==> src/rtl/arb_pkg.sv <==
// Shared types and helpers for the round-robin arbiter and its session controller.
package arb_pkg;

    typedef enum logic [1:0] {
        IDLE   = 2'd0,
        ACTIVE = 2'd1,
        DONE   = 2'd2
    } sess_state_e;

    localparam int N_REQ_DEF = 4;

    // True when exactly one of the low 'width' bits of vec is set (width <= 32).
    function automatic logic onehot_valid(input logic [31:0] vec, input int width);
        int cnt;
        cnt = 0;
        for (int i = 0; i < 32; i++) begin
            if (i < width) begin
                cnt += int'(vec[i]);
            end
        end
        return (cnt == 1);
    endfunction

endpackage

==> src/rtl/onehot_to_idx.sv <==
// Converts a one-hot vector to its bit index and flags whether it really is one-hot.
module onehot_to_idx
    import arb_pkg::*;
#(
    parameter  int N    = N_REQ_DEF,
    localparam int IW   = (N > 1) ? $clog2(N) : 1
) (
    input  logic [N-1:0]  onehot_i,
    output logic [IW-1:0] idx_o,
    output logic          is_onehot_o
);

    always_comb begin
        idx_o = '0;
        for (int i = 0; i < N; i++) begin
            if (onehot_i[i]) begin
                idx_o = IW'(i);
            end
        end
    end

    assign is_onehot_o = onehot_valid(32'(onehot_i), N);

endmodule

==> src/rtl/arb_session_ctrl.sv <==
// Session controller behind the round-robin arbiter: latches a grant, routes the chosen
// requester stream to the slave, and ends the session on last beat, beat limit or timeout.
module arb_session_ctrl
    import arb_pkg::*;
#(
    parameter  int N         = N_REQ_DEF,
    parameter  int DATA_W    = 32,
    parameter  int MAX_BEATS = 8,
    parameter  int TIMEOUT   = 16,
    localparam int IDX_W     = (N > 1) ? $clog2(N) : 1,
    localparam int BEAT_W    = $clog2(MAX_BEATS + 1),
    localparam int IDLE_W    = $clog2(TIMEOUT + 1)
) (
    input  logic                clk,
    input  logic                rst_an,
    input  logic [N-1:0]        grant,
    output logic                session_is_finished,
    input  logic [N*DATA_W-1:0] s_data,
    input  logic [N-1:0]        s_valid,
    input  logic [N-1:0]        s_last,
    output logic [N-1:0]        s_ready,
    output logic [DATA_W-1:0]   m_data,
    output logic                m_valid,
    output logic                m_last,
    output logic [IDX_W-1:0]    m_id,
    input  logic                m_ready,
    output logic                err_timeout,
    output logic                err_multi_grant,
    output sess_state_e         dbg_state
);

    // Handshake rule on both sides: a beat moves in a cycle where valid and ready are
    // both high; valid never waits on ready, and ready here is m_ready passed through.

    sess_state_e        state_q, state_d;
    logic [IDX_W-1:0]   sel_q, sel_d;
    logic [BEAT_W-1:0]  beat_cnt_q, beat_cnt_d;
    logic [IDLE_W-1:0]  idle_cnt_q, idle_cnt_d;

    logic [IDX_W-1:0]   grant_idx;
    logic               grant_onehot;
    logic               sel_valid;
    logic               sel_last;
    logic [DATA_W-1:0]  sel_data;
    logic               handshake;
    logic               beat_at_limit;

    onehot_to_idx #(.N(N)) u_grant_idx (
        .onehot_i    (grant),
        .idx_o       (grant_idx),
        .is_onehot_o (grant_onehot)
    );

    assign sel_valid     = s_valid[sel_q];
    assign sel_last      = s_last[sel_q];
    assign sel_data      = s_data[int'(sel_q)*DATA_W +: DATA_W];
    assign beat_at_limit = (beat_cnt_q == BEAT_W'(MAX_BEATS - 1));
    assign m_id          = sel_q;
    assign dbg_state     = state_q;

    always_comb begin
        state_d             = state_q;
        sel_d               = sel_q;
        beat_cnt_d          = beat_cnt_q;
        idle_cnt_d          = idle_cnt_q;
        m_valid             = 1'b0;
        m_last              = 1'b0;
        m_data              = '0;
        s_ready             = '0;
        handshake           = 1'b0;
        session_is_finished = 1'b0;
        err_timeout         = 1'b0;
        err_multi_grant     = 1'b0;

        case (state_q)
            IDLE: begin
                if (grant_onehot) begin
                    sel_d      = grant_idx;
                    beat_cnt_d = '0;
                    idle_cnt_d = '0;
                    state_d    = ACTIVE;
                end else if (grant != '0) begin
                    err_multi_grant = 1'b1;
                end
            end

            ACTIVE: begin
                m_valid        = sel_valid;
                m_data         = sel_data;
                s_ready[sel_q] = m_ready;
                m_last         = sel_valid & (sel_last | beat_at_limit);
                handshake      = sel_valid & m_ready;

                if (handshake && (beat_cnt_q != BEAT_W'(MAX_BEATS))) begin
                    beat_cnt_d = beat_cnt_q + 1'b1;
                end

                // A stalled slave is not idle time; only a missing source beat counts.
                if (sel_valid) begin
                    idle_cnt_d = '0;
                end else if (idle_cnt_q >= IDLE_W'(TIMEOUT - 1)) begin
                    err_timeout = 1'b1;
                    state_d     = DONE;
                end else begin
                    idle_cnt_d = idle_cnt_q + 1'b1;
                end

                if (handshake && m_last) begin
                    state_d = DONE;
                end
            end

            DONE: begin
                session_is_finished = 1'b1;
                state_d             = IDLE;
            end

            default: begin
                state_d = IDLE;
            end
        endcase
    end

    always_ff @(posedge clk or negedge rst_an) begin
        if (!rst_an) begin
            state_q    <= IDLE;
            sel_q      <= '0;
            beat_cnt_q <= '0;
            idle_cnt_q <= '0;
        end else begin
            state_q    <= state_d;
            sel_q      <= sel_d;
            beat_cnt_q <= beat_cnt_d;
            idle_cnt_q <= idle_cnt_d;
        end
    end

endmodule
==> config.mk <==
export PLATFORM = sky130hd
export DESIGN_NAME = arb_session_ctrl
export DESIGN_NICKNAME = d
export VERILOG_FILES = /design/src/rtl/arb_pkg.sv /design/src/rtl/onehot_to_idx.sv /design/src/rtl/arb_session_ctrl.sv
export SDC_FILE = /design/constraint.sdc
export NUM_CORES = 1
export LEC_CHECK = 0
export BUFFER_PORTS_ARGS = -buffer_cell sky130_fd_sc_hd__buf_2
export CAP_MARGIN = 20
export CORE_ASPECT_RATIO = 1.2
export CORE_MARGIN = 2
export CORE_UTILIZATION = 37
export DETAILED_ROUTE_END_ITERATION = 6
export GPL_TIMING_DRIVEN = 0
export PLACE_DENSITY = 0.83
export SYNTH_ARGS = -nofsm -noshare
export SYNTH_HDL_FRONTEND = slang
export SYNTH_HIERARCHICAL = 1
export SYNTH_SLANG_ARGS = --single-unit
==> constraint.sdc <==
create_clock -name clk -period 2.2 [get_ports clk]
set_input_delay 0.33 -clock clk [delete_from_list [all_inputs] [get_ports clk]]
set_output_delay 0.33 -clock clk [all_outputs]
set_load 0.05 [all_outputs]
==> run metrics <==
worst-margin pin slew=509 ps; Startpoint Class=input pin; initial antenna violation count=4; Clk Latency, worst-skew pair=about 250 ps; final wirelength=a little over 8 mm; Max-cap violations=0; total CTS buffers=3; Nets=roughly 530; crit end category=output port; most common cell after layout, fill and taps aside=buf_2; FILL cells=roughly 370; VDD IR max=just under 0.9 mV; violated checks=setup timing; Mapped Nets=about 330; Rows=28; clock skew=~0.75 ps; Buffers on Ports=approximately 190; Layout Cells excl Fill=approximately 440; Arr. time, crit path=roughly 2000 ps; post-synthesis cell count=~180; clk buf depth=2; Clock Sinks=13; # setup viols final=6; Power Density=1430 mW/mm²; largest net degree at the start of global routing=14; TritonCTS clock tree=built; crit share post-route=104%; Synth warnings=6; Multi-input gate area=around 0.0016 mm²; register area share after synthesis=between 15 and 20%; global route overflow=0; Buffers & Inverters on Critical Path=5; CTS root buffer=clkbuf_8; post-route ant nets=0; min Tclk post-route=between 2000 and 2500 ps; Static Leak=1.73 nW; layout cells sized above 1=between 70 and 80%; worst-path fanout max=3; sequential power share=under 10%; Total Power Consumption=around 4.9 mW; Final Hold Fails=0; RSZ-0062 raised after global routing=true; hpwl dp=between 6 and 7 mm; All-Layer GR Usage=25.2%; synthesized area=around 0.0019 mm²; die area=0.00567 mm²; Cells after DPL=425; Slew headroom=65.7%; drt drc=0; status=finished with violations; Synth Register Bits=13; 1st-iter DRT viols=65; first-pass iteration count of the detailed router=5; switching part of the total=about 55%; Fmax=around 0.44 GHz; required time worst endpoint=roughly 1900 ps; Top Ports=between 150 and 200; Vias=~2400; internal power=approximately 2.2 mW; Comb pwr share=~86%; worst hold path type=in -> reg; FF/Latch Area=330 µm²; initial core utilization=roughly two fifths; Clk pwr share=4.5%; die width=between 60 and 70 µm; setup ws final=-82.8 ps; CP max-delay cell=fa_1; most frequent cells in the layout=buf_2, mux4_2, and2_1; net switching power=2.68 mW; first-pass GRT wire length=11.2 mm; post-synth cell types=35; most frequent CP cell=buf_6; H-tree Lvls=1; Mapped Avg Cell Area=between 10 and 15 µm²; Max Slew Vio Count=0; cell breakdown of the critical path=buf_8 > inv_4 > fa_1 > inv_1 > ha_2 > ha_4 > nor3b_4 > buf_6 > nor4_4 > buf_6; DIE HEIGHT=82.1 µm; crit-path max cell delay=530 ps; Largest delay share family, worst path=adder cells; mean routed wirelength per cell=~18 µm; Setup CP Type=in -> out; core area=around 0.0049 mm²; pre-CTS WS=-516 ps; average vias per placed instance=roughly 5.4; routability cong.=0.856; number of global-route vias before repair=2316; Clock transition at path regs=60 ps; Area Overhead vs Synth=82.0%
## Yosys cell counts (all sizes together)
cell    number  area share [%]
nand4        2            0.67
and3         2            0.67
inv         13             2.6
dfrtp       13              17
a311oi       1            0.47
nand3b       1            0.40
mux2i        1            0.53
nor2b        2            0.67
and2        36              12
nand2b       1            0.33
a31oi        2            0.67
nor3b        2            0.80
nor2         7             1.4
o21ai        7             1.9
nor3         2            0.53
mux4        34              41
nand2        9             1.8
clkbuf       8             1.6
or3b         1            0.47
buf          6             1.9
nand3        6             1.6
or2          2            0.67
ha           6             4.0
a31o         1            0.47
fa           1             1.1
nor4         2            0.67
o211ai       3             1.2
a21oi        3            0.80
o31ai        3             1.2
o21bai       1            0.40
## routing by layer
layer	global-route usage (%)	vias up	share of wire (%)
met1	28.5	1136	35
met3	8.96	14	11
met5	0	-	0.086
met2	45.7	151	52
met4	6.08	2	2.0
li1	-	1087	-
## path summary, 6_finish.rpt
path                                    start         endpoint  slack (ps)  cells past startpoint
worst max-delay path                 grant[0]  err_multi_grant         -80                     10
worst min-delay path                 grant[3]          m_id[1]         420                      4
worst max register to register        m_id[0]    beat_cnt_q[3]         310                      5
worst min register to register  idle_cnt_q[2]    idle_cnt_q[2]         530                      1
max in group asynchronous              rst_an          m_id[0]        1430                      2
min in group asynchronous              rst_an    idle_cnt_q[4]         520                      2
## sequential cells by signal (all words and copies together), names as in the netlist
| register | cells |
|---|---|
| m_id | 2 |
| dbg_state | 2 |
| idle_cnt_q | 5 |
| beat_cnt_q | 4 |
## metrics by stage
stage | hold WS [ps] | utilization [%] | area, µm² | setup TNS (ps)
after floorplan | 34.4 | - | 1980 | -1570
after global placement | 229 | 61.1 | 3000 | -4490
after detailed placement | 237 | 61.1 | 3000 | -4930
after CTS | 422 | 65.2 | 3200 | -444
after global routing | 462 | 69.6 | 3420 | -2840
final | 417 | 69.7 | 3420 | -255
## kinds of logic (layout without fill, tap and decap cells)
| group | count (synthesis) | count (layout) | synth area share (%) |
|---|---|---|---|
| AOI/OAI and AO/OA | 21 | 21 | 7.06 |
| adders and majority gates | 7 | 7 | 5.06 |
| buffers and inverters | 27 | 229 | 6.06 |
| DFF | 13 | 13 | 17.3 |
| muxes | 35 | 35 | 41.9 |
| other | 0 | 3 | 0 |
| and+or+nand+nor | 75 | 75 | 22.6 |
## cell type report
class                   instances  area share (%)
multi-input cells             138            45.6
plain buffers                  11            3.66
inverters                      13            1.72
diodes                          3           0.219
repair buffers                201            35.6
well taps                      60            2.19
clock buffers                   4            1.32
flip-flops and latches         13            9.66
## power groups by stage
stage / Combinational (mW) / Clock, mW / Sequential (mW)
2_1_floorplan: 2.75 / 0 / 0.506
3_5_place_dp: 3.64 / 0 / 0.418
4_1_cts: 3.93 / 0.221 / 0.416
3_3_place_gp: 3.58 / 0 / 0.414
6_report: 4.20 / 0.222 / 0.466
5_1_grt: 4.42 / 0.234 / 0.485
## worst reg2reg max path: stages (launching register included)
cell and delay [ps]:
dfrtp_2 460, mux4_2 390, buf_4 150, nand4_1 350
o211ai_1 320, o31ai_1 100
## timing repair
| action | 4_1_cts | 5_1_grt |
|---|---|---|
| setup buffers | 3 | 7 |
| gates cloned | 0 | 3 |
| resized for setup | 47 | 26 |
| hold endpoints to repair | 13 | 0 |
| hold buffers | 1 | 0 |
| pin swaps | 5 | 11 |
| setup endpoints to repair | 48 | 44 |
Power figures use the tool's default switching activity.
